$ cat config.mk
export PLATFORM = sky130hd
export DESIGN_NAME = param_updown_counter
export DESIGN_NICKNAME = d
export VERILOG_FILES = /design/src/rtl/param_updown_counter.sv
export SDC_FILE = /design/constraint.sdc
export NUM_CORES = 1
export LEC_CHECK = 0
export ABC_AREA = 1
export CAP_MARGIN = 15
export CORE_MARGIN = 10
export CORE_UTILIZATION = 40
export CTS_BUF_LIST = sky130_fd_sc_hd__clkbuf_16
export DETAILED_ROUTE_END_ITERATION = 10
export SLEW_MARGIN = 40
export SYNTH_ARGS = -nofsm -noshare
export SYNTH_HDL_FRONTEND = slang
export SYNTH_SLANG_ARGS = --single-unit
$ cat constraint.sdc
create_clock -name clk -period 2.2 [get_ports clk]
set_input_delay 0.33 -clock clk [delete_from_list [all_inputs] [get_ports clk]]
set_output_delay 0.33 -clock clk [all_outputs]
set_load 0.01 [all_outputs]
$ cat src/rtl/param_updown_counter.sv
// Registered up/down counter with step, load, modulo limit,
// wrap/saturate mode, terminal-count and over/underflow pulses.
module param_updown_counter #(
  parameter int WIDTH   = 4,
  parameter int STEP_W  = 2,
  parameter int RST_VAL = 0
) (
  input  logic              clk,
  input  logic              rst_n,
  input  logic              en,
  input  logic              up_dn,
  input  logic [STEP_W-1:0] step,
  input  logic [WIDTH-1:0]  limit,
  input  logic              sat,
  input  logic              ld,
  input  logic [WIDTH-1:0]  ld_val,
  output logic [WIDTH-1:0]  count,
  output logic              tc,
  output logic              ovf,
  output logic              unf
);

  localparam logic [WIDTH-1:0] RST_C = WIDTH'(RST_VAL);

  logic [WIDTH:0]   c_x;
  logic [WIDTH:0]   s_x;
  logic [WIDTH:0]   l_x;
  logic [WIDTH:0]   lp1;
  logic [WIDTH:0]   sum;
  logic [WIDTH:0]   dif;
  logic             big;
  logic [WIDTH-1:0] nxt;
  logic             nov;
  logic             nun;

  // Operands widened by one bit so carries and borrows are visible.
  always_comb begin
    c_x = {1'b0, count};
    s_x = (WIDTH+1)'(step);
    l_x = {1'b0, limit};
    lp1 = l_x + 1'b1;
    sum = c_x + s_x;
    dif = s_x - c_x;
    big = s_x > lp1;
  end

  // Next count and crossing flags: load beats enable beats hold.
  always_comb begin
    nxt = count;
    nov = 1'b0;
    nun = 1'b0;
    if (ld) begin
      nxt = (ld_val > limit) ? limit : ld_val;
    end else if (en && (step != '0)) begin
      if (up_dn) begin
        if (c_x > l_x) begin
          nov = 1'b1;
          if (sat || big) nxt = limit;
          else            nxt = WIDTH'(s_x - 1'b1);
        end else if (sum > l_x) begin
          nov = 1'b1;
          if (sat || big) nxt = limit;
          else            nxt = WIDTH'(sum - lp1);
        end else begin
          nxt = WIDTH'(sum);
        end
      end else begin
        if (s_x > c_x) begin
          nun = 1'b1;
          if (sat)      nxt = '0;
          else if (big) nxt = limit;
          else          nxt = WIDTH'(lp1 - dif);
        end else begin
          nxt = WIDTH'(c_x - s_x);
        end
      end
    end
  end

  // Count and flag registers with synchronous active-low reset.
  always_ff @(posedge clk) begin
    if (!rst_n) begin
      count <= RST_C;
      ovf   <= 1'b0;
      unf   <= 1'b0;
    end else begin
      count <= nxt;
      ovf   <= nov;
      unf   <= nun;
    end
  end

  // Terminal count follows direction; held low while in reset.
  always_comb begin
    tc = 1'b0;
    if (rst_n) begin
      tc = up_dn ? (count == limit) : (count == '0);
    end
  end

endmodule

==> impl_metrics.yaml <==
setup_path:
  critPathLaunchType: "primary input"
  slowest_delay_ns: 0.54
  cp-end-kind: "flop"
  critical_path_required_ns: 2.38
  worstPathMaxFanout: 3
  cp.arrival_ns: 2.59
  crit_type: "primary input to flop"
  slowest_stage: "or4_4"
  rr_worst_depth: 13
  path_cells: "clkdlybuf4s15_2 > inv_2 > ha_1 > inv_2 > nand3_2 > nand2_1 > nand2_1 > nand2_2 > inv_2 > ha_4 > nand2_1 > inv_1 > nand2_1 > nand2_2 > nand2_4 > nand2_4 > nor2_4 > or4_4 > inv_2"
finish:
  utilization: 0.646
  n_fill_cell: 371
  area_delta_synth_final_pct: 58.0
  diodes: 0
  final_cells: 396
  final_nets: 396
  drive_gt1_frac: 0.312
floorplan:
  io_pins: 23
  start_util: 0.409
  num_rows: 23
  core_mm2: 0.00397
  die-area_mm2: 0.00700
  fp.dieH_um: 83.7
  die_w_um: 83.7
run_status:
  violations: "setup timing"
  status: "finished with violations"
placement:
  io_buffers: 22
  place_congestion: 0.902
  dpl.hpwl_mm: 4.41
  dp.cells: 383
logic_synthesis:
  syn_area_per_cell_um2: 6.01
  synth-seq-area-share: 0.0740
  synth_xor_area_frac: 0.0162
  synth_most_common_cell: "nand2_1"
  synthCells: 270
  synth_common_cells: "73 x nand2_1, 50 x inv_1, 28 x ha_1, 23 x nor2_1, 22 x nand3_1"
  syn-num-nets: 319
  async_reset_ff_frac: 0
  synth.distinct_cells: 26
  synth_top_family_by_area: "simple AND/OR/NAND/NOR gates"
  synth_edf_count: 0
  syn_area_mm2: 0.00162
  synthAdderAreaFrac: 0.278
  yosysTopAreaCellShare: 0.216
  synthSimpleGateAreaFrac: 0.357
  ys_ff_latch: 6
  synth_mux_area_frac: 0
  synth_ff_type: "dfxtp_1"
  synthTopCellsByArea: "ha_1 22%, nand2_1 17%, inv_1 12%"
  synth_warnings: 0
  synthDominantAreaCellType: "ha_1"
  synth_compound_area_frac: 0.140
global_routing:
  grt_pass1_wl_mm: 9.18
  met3_usage: 0.0234
  grt_max_degree: 11
  grt_use_total: 0.156
  grt.busiest_layer: "met2"
  grtUsageMet1: 0.182
  first_global_vias: 1944
  grt_overflow: 0
  antenna_found_initial: 0
  grt_use_met2: 0.270
route:
  post-route-drc-count: 0
  wl_per_cell_um: 14.2
  wl_mm: 5.62
  via_count: 1987
  drtPass1Iterations: 4
  antenna_left: 0
  drt_iter0_drc: 125
  vias_per_cell: 5.02
sta:
  min_period_ns: 2.41
  worst_slack_ns: -0.212
  setup_viol_count_final: 5
  fmax_mhz: 415
  rsz0062_at_grt: "true"
  min_period_over_period: 1.10
  clock_skew_ns: 0.00478
  worst_pin_slew_ns: 0.385
  maxSlewViolCount: 0
  slew-limit-headroom: 0.743
  hold_viol: 0
clock_network:
  tritoncts: "done"
  clock_sinks: 6
  cts_made_buffers: 3
  cts-root-buf: "clkbuf_16"
  clockBufferDepth: 2
  ctsHtreeMaxLevel: 1
  cts.clk_slew.worst_paths_ns: 0.04
  clkLatencyLatePin_ns: 0.23
power:
  p_leak_uw: 0.00134
  power_density_mw_per_mm2: 565
  vdd_ir_drop_max_mv: 0.229
min_path:
  holdCritPathClass: "flop to flop"
  holdPathStages: 2
job:
  maxCapViolCount: 0
## cells in the final DEF (no fill, tap or decap), types with 5 or more instances in the layout
| cell | count |
|---|---|
| buf_4 | 48 |
| nand2_2 | 8 |
| a21oi_1 | 14 |
| inv_1 | 45 |
| o21ai_0 | 13 |
| nor2_1 | 21 |
| a21oi_2 | 8 |
| ha_1 | 23 |
| nand3_1 | 21 |
| clkdlybuf4s50_1 | 17 |
| inv_2 | 5 |
| nand2_1 | 66 |
| ha_4 | 5 |
## worst paths after layout
| path | end | slack (ns) | from |
|---|---|---|---|
| setup / recovery | ovf | -0.21 | step[1] |
| hold / removal | count[3] | 0.73 | count[3] |
| setup reg to reg | ovf | -0.21 | count[0] |
| hold reg to reg | count[3] | 0.73 | count[3] |
## state kept, by name (all words and copies together) (netlist names)
signal  count
count       4
unf         1
ovf         1
## layout make-up
type | count | area (µm²) | area share
Sequential cell | 6 | 125 | 0.0488
Multi-Input combinational cell | 211 | 1460 | 0.570
Inverter | 50 | 190 | 0.0742
Clock inverter | 1 | 3.75 | 0.00146
Tap cell | 50 | 62.6 | 0.0244
Timing Repair Buffer | 75 | 647 | 0.252
Clock buffer | 3 | 75.1 | 0.0293
## report_power, final
group	switching, µW	internal, µW	total, µW
combinational	521	485	1010
clock	66.7	236	303
sequential	19.0	121	140
total	607	842	1450
## per-stage QoR
stage | cell area [µm²] | TNS [ns] | worst slack, ns | power, µW | hold WS [ns]
2_1_floorplan | 1680 | -0.0513 | -0.0328 | 651 | 0.458
3_3_place_gp | 2260 | -4.11 | -0.836 | 953 | 0.730
3_5_place_dp | 2260 | -4.17 | -0.867 | 958 | 0.716
4_1_cts | 2510 | -0.682 | -0.184 | 1380 | 0.720
5_1_grt | 2560 | -1.38 | -0.337 | 1570 | 0.780
6_report | 2560 | -0.810 | -0.212 | 1450 | 0.729
## what timing repair did
action,CTS,global route
cloned,0,1
setup buffers,7,1
setup endpoints to repair,6,6
resized for setup,36,15
hold buffers,0,0
pin swaps,17,6
## logic make-up (layout without fill, tap and decap cells)
group,after synthesis,after routing
DFF,6,6
and+or+nand+nor,134,135
adders and majority gates,33,33
buffers and inverters,54,129
AOI/OAI and AO/OA,40,40
xor gates and xnor gates,3,3
## critical path: cells and delay by family
family,cells,cell delay [ns]
AND/OR/NAND/NOR,11,1.22
adder cells (fa/ha/maj),2,0.56
buffers and inverters,6,0.48
## metal layers
layer	share of wire	vias up
li1	-	1023
met1	0.41	882
met2	0.49	65
met3	0.065	17
met4	0.029	0
met5	0	-
(Power assumes the default switching activity.)
